[src/rtl/seq_detect_param.sv]
// Runtime-configurable serial bit-sequence detector with valid qualification,
// overlap control, Mealy/Moore output timing and a saturating match counter.
module seq_detect_param #(
  parameter int                 MAX_LEN     = 8,
  parameter int                 CNT_W       = 8,
  parameter logic [MAX_LEN-1:0] DEFAULT_PAT = MAX_LEN'(8'b0001_0001),
  parameter int                 DEFAULT_LEN = 5,
  localparam int                LW          = $clog2(MAX_LEN + 1)
) (
  input  logic               clk_i,
  input  logic               rst_ni,
  input  logic               in_valid_i,
  input  logic               in_i,
  input  logic               cfg_load_i,
  input  logic [MAX_LEN-1:0] cfg_pattern_i,
  input  logic [LW-1:0]      cfg_len_i,
  input  logic               cfg_overlap_i,
  input  logic               cfg_mealy_i,
  input  logic               count_clr_i,
  output logic               out_o,
  output logic [CNT_W-1:0]   match_count_o
);

  localparam logic [LW-1:0]    MAX_LEN_W = LW'(MAX_LEN);
  localparam logic [CNT_W-1:0] CNT_MAX   = '1;

  logic [MAX_LEN-1:0] pat_q, pat_d;
  logic [LW-1:0]      len_q, len_d;
  logic               ovl_q, ovl_d;
  logic               mealy_q, mealy_d;
  logic [MAX_LEN-1:0] hist_q, hist_d;
  logic [LW-1:0]      fill_q, fill_d;
  logic               moore_q, moore_d;
  logic [CNT_W-1:0]   cnt_q, cnt_d;

  logic [MAX_LEN-1:0] hist_ext;
  logic [MAX_LEN-1:0] mask;
  logic               fill_ok;
  logic               match;

  // Window of the newest bits including the one on the pin this cycle.
  assign hist_ext = {hist_q[MAX_LEN-2:0], in_i};

  always_comb begin
    mask = '0;
    for (int i = 0; i < MAX_LEN; i++) begin
      if (LW'(i) < len_q) mask[i] = 1'b1;
    end
    fill_ok = ({1'b0, fill_q} + {{LW{1'b0}}, 1'b1}) >= {1'b0, len_q};
    match   = in_valid_i & ~cfg_load_i & (len_q != '0) & fill_ok &
              (((hist_ext ^ pat_q) & mask) == '0);
  end

  always_comb begin
    pat_d   = pat_q;
    len_d   = len_q;
    ovl_d   = ovl_q;
    mealy_d = mealy_q;
    hist_d  = hist_q;
    fill_d  = fill_q;
    moore_d = match;
    cnt_d   = cnt_q;

    if (cfg_load_i) begin
      pat_d   = cfg_pattern_i;
      len_d   = (cfg_len_i > MAX_LEN_W) ? MAX_LEN_W : cfg_len_i;
      ovl_d   = cfg_overlap_i;
      mealy_d = cfg_mealy_i;
      hist_d  = '0;
      fill_d  = '0;
      moore_d = 1'b0;
    end else if (in_valid_i) begin
      hist_d = hist_ext;
      if (match && !ovl_q) fill_d = '0;
      else if (fill_q != MAX_LEN_W) fill_d = fill_q + LW'(1);
    end

    // Clear wins over a simultaneous match.
    if (count_clr_i) cnt_d = '0;
    else if (match && cnt_q != CNT_MAX) cnt_d = cnt_q + CNT_W'(1);
  end

  always_ff @(posedge clk_i or negedge rst_ni) begin
    if (!rst_ni) begin
      pat_q   <= DEFAULT_PAT;
      len_q   <= LW'(DEFAULT_LEN);
      ovl_q   <= 1'b1;
      mealy_q <= 1'b1;
      hist_q  <= '0;
      fill_q  <= '0;
      moore_q <= 1'b0;
      cnt_q   <= '0;
    end else begin
      pat_q   <= pat_d;
      len_q   <= len_d;
      ovl_q   <= ovl_d;
      mealy_q <= mealy_d;
      hist_q  <= hist_d;
      fill_q  <= fill_d;
      moore_q <= moore_d;
      cnt_q   <= cnt_d;
    end
  end

  assign out_o         = mealy_q ? match : moore_q;
  assign match_count_o = cnt_q;

endmodule

[config.mk]
export PLATFORM = sky130hd
export DESIGN_NAME = seq_detect_param
export DESIGN_NICKNAME = d
export VERILOG_FILES = /design/src/rtl/seq_detect_param.sv
export SDC_FILE = /design/constraint.sdc
export NUM_CORES = 1
export LEC_CHECK = 0
export CAP_MARGIN = 0
export CORE_ASPECT_RATIO = 0.9
export CORE_UTILIZATION = 57
export DETAILED_ROUTE_END_ITERATION = 8
export PLACE_DENSITY = 0.88
export REMOVE_ABC_BUFFERS = 1
export SYNTH_ARGS = -nofsm -noshare
export SYNTH_HDL_FRONTEND = slang
export SYNTH_SLANG_ARGS = --single-unit
[constraint.sdc]
create_clock -name clk_i -period 4.7 [get_ports clk_i]
set_clock_uncertainty 0.1 [all_clocks]
set_input_delay 0.705 -clock clk_i [delete_from_list [all_inputs] [get_ports clk_i]]
set_output_delay 0.705 -clock clk_i [all_outputs]
set_load 0.05 [all_outputs]
Word-level counts from Yosys, hierarchy flattened
Cells that the tools add are included.
Storage, ports and cells
  output and inout port bits: 9
  bits in registers: 34
Operators by class
  $add $sub $neg: 3
  reductions and logical operators: 9
  mux-type cells: 19
  bitwise gates (word level): 7
  equality and inequality tests: 2
  $lt $le $gt $ge: 10
Operator list (count)
  two-way mux 4 bit: 5
  < comparator 3 x 4 -> 1 bit (first input constant): 4
  two-way mux 8 bit: 2
  two-way mux 7 bit: 2
  two-way mux 1 bit: 10
  adder 8 x 1 -> 8 bit (second input constant): 1
  AND 8 bit: 1
  zero test 8 bit: 1
  < comparator 1 x 4 -> 1 bit (first input constant): 2
  < comparator 2 x 4 -> 1 bit (first input constant): 2
  inequality test 8 bit (second input constant): 1
  bitwise XOR 8 bit: 1
  adder 4 x 1 -> 5 bit (second input constant): 1
  greater-or-equal comparator 5 x 4 -> 1 bit: 1
  adder 4 x 1 -> 4 bit (second input constant): 1
  AND 1 bit: 4
  greater-than comparator 4 bit (second input constant): 1
  inequality test 4 bit (second input constant): 1
  nonzero test 2 bit: 2
  nonzero test 4 bit: 1
  nonzero test 3 bit: 1
  logical AND 1 bit: 2
  AND reduction 2 bit: 1
  zero test 1 bit: 1
  NOT 1 bit: 1

Logic depth before layout (Yosys ltp)
  depth after elaboration: 9
  mapped depth: 9
  mapped depth without buffers: 8

Least setup slack after synthesis
No wires, ideal clock.
  path type: flip-flop to output port
  start point: reg fill_q[0]
  end point: out out_o
  path slack: 2.012 ns
  arrival: 1.883 ns
  stages on the path, launching flop included: 8
  path through: dfrtp_1 inv_1 ha_1 ha_1 a211oi_1 o21ai_0 and3_1 mux2_2
On the way
  cells in the longest elaborated chain, start to end: 5
RTL lines
  start: declaration: line 32  | logic [LW-1:0] fill_q, fill_d;
  start signal: assignment: line 99  | fill_q <= fill_d;
  adder 4 x 1 -> 5 bit: line 49  | fill_ok = ({1'b0, fill_q} + {{LW{1'b0}}, 1'b1}) >= {1'b0, len_q};
  greater-or-equal comparator 5 x 4 -> 1 bit: line 49
  AND 1 bit (2 in series): line 50  | match = in_valid_i & ~cfg_load_i & (len_q != '0) & fill_ok &
  two-way mux 1 bit: line 105  | assign out_o = mealy_q ? match : moore_q;
  end: declaration: line 20  | output logic out_o,
Every way passes these cells.

Worst setup path after layout
Same ends and word-level chain as after synthesis.

==> results.md <==
- The run finished with clean final reports.
- In the layout the commonest cells are sky130_fd_sc_hd__dfrtp_1 (28), sky130_fd_sc_hd__clkdlybuf4s50_1 (28), sky130_fd_sc_hd__o21ai_0 (13).
- The delay of the slowest cell on the worst path is 0.79 ns.
- The number of buffers inserted by port buffering is 28.
- Setup violations remaining at the end of the flow were counted as 0.
- The count of inserted antenna diode cells is 0.
- After detailed routing, the average wire length per cell comes to 14.1 µm.
- The final total negative setup slack is 0 ns.
- The area fraction in compound gates after synthesis is 10.6%.
- The leakage power figure is 0.000901 µW.
- Clock tree synthesis selected as its root buffer the cell sky130_fd_sc_hd__clkbuf_4.
- The worst slew slack as a fraction of its limit is 66.2%.
- The startpoint of the worst register-to-register path is fill_q[0].
- In the global route stage, overall resource usage came out at 23.5%.
- In the synthesized netlist, the number of instances is 167.
- In this run, distinct cell masters in the synthesized netlist total 36.
- Data on the critical path is required at its endpoint by 3.89 ns.
- The path class of the lowest-slack min-delay path is flop to flop.
- Counting instances, the worst hold path has a depth of 2.
- The total via count after detailed routing is 1340.
- The synthesized design contains 34 register bits.
- The initial antenna violation count is 0.
- The highest metal layer carrying signal wires in the routed design is met4.
- The met1 layer wirelength in the final routing is 1580 µm.
- The initial utilization of the core area, before any placement, comes to 62.1%.
- The total congestion overflow is 0.
- The share of synthesized cell area in full adder, half adder and majority cells is 4.93%.
- In this run the power density over the cells is 268 nW/µm².
- The signal on the critical path passes through ha_1 > xor2_1 > ha_1 > o21ai_0 > o21ai_0 > and3_1 > mux2_2 > clkdlybuf4s50_1.
- Measured against the total synthesized area, the mux share comes to 12.1%.
- For this run, the register share of the synthesized area comes to 48.3%.
- The area of the core region is 2860 µm².
- Among all flip-flop cells after synthesis, the most frequent one is sky130_fd_sc_hd__dfrtp_1.
- The HPWL after detailed placement is 2490 µm.
- The max-cap violation count is 0.
- The wire length of the first global-routing pass is 5580 µm.
- The via count of the first global-routing pass is 1331.
- The worst register-to-register path has a setup slack of 1.91 ns.
- The average footprint of a synthesized cell is 10.6 µm².
- The iteration count of the initial detailed-routing pass is 4.
- The peak supply drop is 0.000214 V.
- By area, the combinational part of the netlist is dominated by simple AND/OR/NAND/NOR gates.
- The launching element type of the critical path is a flop.
- The path with the worst hold slack has its endpoint at len_q[0].
- The post-cts resize count is 0.
- The final critical path takes up 81.3% of the cycle.
- The hold violation total from the final report is 0.
- The xor/xnor share of the synthesized area is 5.43%.
- Once placement completed, the tool counted placed cells totaling 231.
- The worst hold slack after final layout is 0.433 ns.
- The H-tree generated during clock tree synthesis spans 2 levels.
- The congestion estimate from routability-driven global placement came to 0.847.
- The tree built by TritonCTS fans out to 34 sinks.
- Summing the areas of all and, or, nand and nor instances in the mapped netlist gives 15.3% of the synthesized area.
- The slowest stage of the critical path belongs to the cell sky130_fd_sc_hd__clkdlybuf4s50_1.
- The clock tree from TritonCTS is done.
- The width of the chip is 60.8 µm.
- Relative to the synthesized area, the layout overhead comes to 21.6%.
- In this run, synthesis inferred 0 flip-flops with an integrated enable.
- The floorplan die area is 3340 µm².
- The net count of the finished layout is 225.
- For the pin with the worst max-slew slack, the measured transition is 0.506 ns.
- STA classifies the critical path endpoint as an output port.
- The depth of the worst register-to-register path is 8.
- The clock latency reported for the late side of the worst-skew pair is 0.33 ns.
- The endpoint identified for the worst register-to-register timing path is match_count_o[7].
- In the final layout, the share of cells above drive strength 1 is 15.1%.
- The share of async-settable or async-resettable flops after synthesis is 100%.
- The number of max-slew violations in the final report came to 0.
- Setup repair after global routing left no endpoint under its margin.
- Overall power consumption after layout is estimated at 578 µW.
- Along the worst path, the maximum fanout reaches 7.
- The total length of routed met3 wires is 99 µm.
- The worst slack at placement is 0.951 ns.
- From bottom edge to top edge, the die measures 54.9 µm.
- The data arrival time of the critical path is 3.01 ns.
- Once the clock tree was built, the setup fixing pass inserted 0 buffers.
- The average vias per placed instance is 5.61.
- The setup slack of the critical path after layout is 0.880 ns.
- Clock-pin slew was measured on the worst setup and hold paths at 0.10 ns.
- The filler-free cell count of the finished design is 239.
- The number of CTS-inserted buffers is 5.
- The clock period minus worst slack is 3.82 ns.
- The highest clock frequency the design can meet is 0.262 GHz.
- The post-synth design cell area is 1780 µm².
- The total routed wirelength is 3380 µm.
- The start-to-end type of the worst setup path is flop to output port.
- The clock passes through at most 2 buffers.
- In this run the most critical hold path is launched from len_q[0].
- The number of hold buffers added after CTS was 0.
- The sum of met2 wire segment lengths after detailed routing is 1630 µm.
- The yosys synthesis warning count is 0.
- The number of design-rule violations left by the first detailed-router iteration is 74.
- The post-route DRC violation count is 0.
- The standard-cell row count is 18.
- The number of routed nets with antenna violations is 0.
- The pin count of the biggest net entering global routing is 35.
- Fill cells in the final layout number 205.
- The number of placed I/O pins is 29.
[kinds of logic after synthesis]
| kind of cell | after synthesis |
|---|---|
| XOR/XNOR | 11 |
| flip-flops | 34 |
| buffers and inverters | 15 |
| AND/OR/NAND/NOR | 48 |
| multiplexers | 20 |
| AO/OA/AOI/OAI | 32 |
| adder cells (fa/ha/maj) | 7 |
[registers in the layout (all words and copies together) (netlist names)]
register       count
len_q              4
ovl_q              1
hist_q             7
pat_q              8
mealy_q            1
match_count_o      8
moore_q            1
fill_q             4
[synthesized netlist by cell type (all sizes together), types with 3 or more instances]
| cell | n | area [µm²] |
|---|---|---|
| or3 | 3 | 18.8 |
| a21oi | 9 | 45.0 |
| inv | 8 | 30.0 |
| clkbuf | 4 | 15.0 |
| buf | 3 | 15.0 |
| nor3 | 3 | 15.0 |
| xnor2 | 9 | 78.8 |
| or4 | 3 | 22.5 |
| nand2 | 7 | 26.3 |
| mux2 | 11 | 124 |
| ha | 7 | 87.6 |
| dfstp | 6 | 158 |
| o31ai | 3 | 22.5 |
| o21ai | 13 | 65.1 |
| nand3b | 3 | 22.5 |
| mux2i | 9 | 90.1 |
| nand3 | 5 | 25.0 |
| nor2 | 12 | 45.0 |
| dfrtp | 28 | 701 |
[worst max-delay path: cells and delay by family, from the launching register on]
family	cells	cell delay [ns]
buffers and inverters	1	0.79
adders and majority gates	2	0.55
DFF	1	0.46
AOI/OAI and AO/OA	2	0.28
and+or+nand+nor	1	0.26
xor gates and xnor gates	1	0.18
muxes	1	0.17
[layout make-up]
class	count	area, µm²	area share [%]
clock buffers	7	55.1	2.55
well taps	40	50.0	2.32
repair buffers	31	303	14.0
inverters	8	30.0	1.39
flip-flops and latches	34	858	39.8
clock inverters	1	5.00	0.232
multi-input cells	118	857	39.7
[how the worst max path moves through the flow]
stage | from | slack [ns] | cells past startpoint | endpoint
floorplan | fill_q[0] | 2.01 | 7 | out_o
global placement | in_valid_i | 0.97 | 7 | out_o
detailed placement | in_valid_i | 0.95 | 7 | out_o
CTS | fill_q[0] | 0.85 | 8 | out_o
global route | fill_q[0] | 0.67 | 8 | out_o
finish | fill_q[0] | 0.88 | 8 | out_o
[metrics by stage]
step	utilization, %	cell area, µm²
6_report	75.5	2160
5_1_grt	75.5	2160
4_1_cts	75.5	2160
3_5_place_dp	73.4	2100
3_3_place_gp	73.4	2100
2_1_floorplan	-	1750
[power breakdown]
group | internal (µW) | leakage, µW | switching, µW | total (µW)
Combinational | 46.5 | 0.000431 | 39.2 | 85.7
Clock | 72.5 | 0.0000353 | 92.1 | 165
Sequential | 311 | 0.000435 | 16.7 | 328
Total | 430 | 0.000901 | 148 | 578
[routing by layer]
layer / global-route usage (%) / up-vias
li1: - / 663
met1: 29.5 / 645
met2: 38.3 / 22
met3: 5.35 / 10
met4: 12.5 / 0
met5: 0 / -
Power figures use the tool's default switching activity.
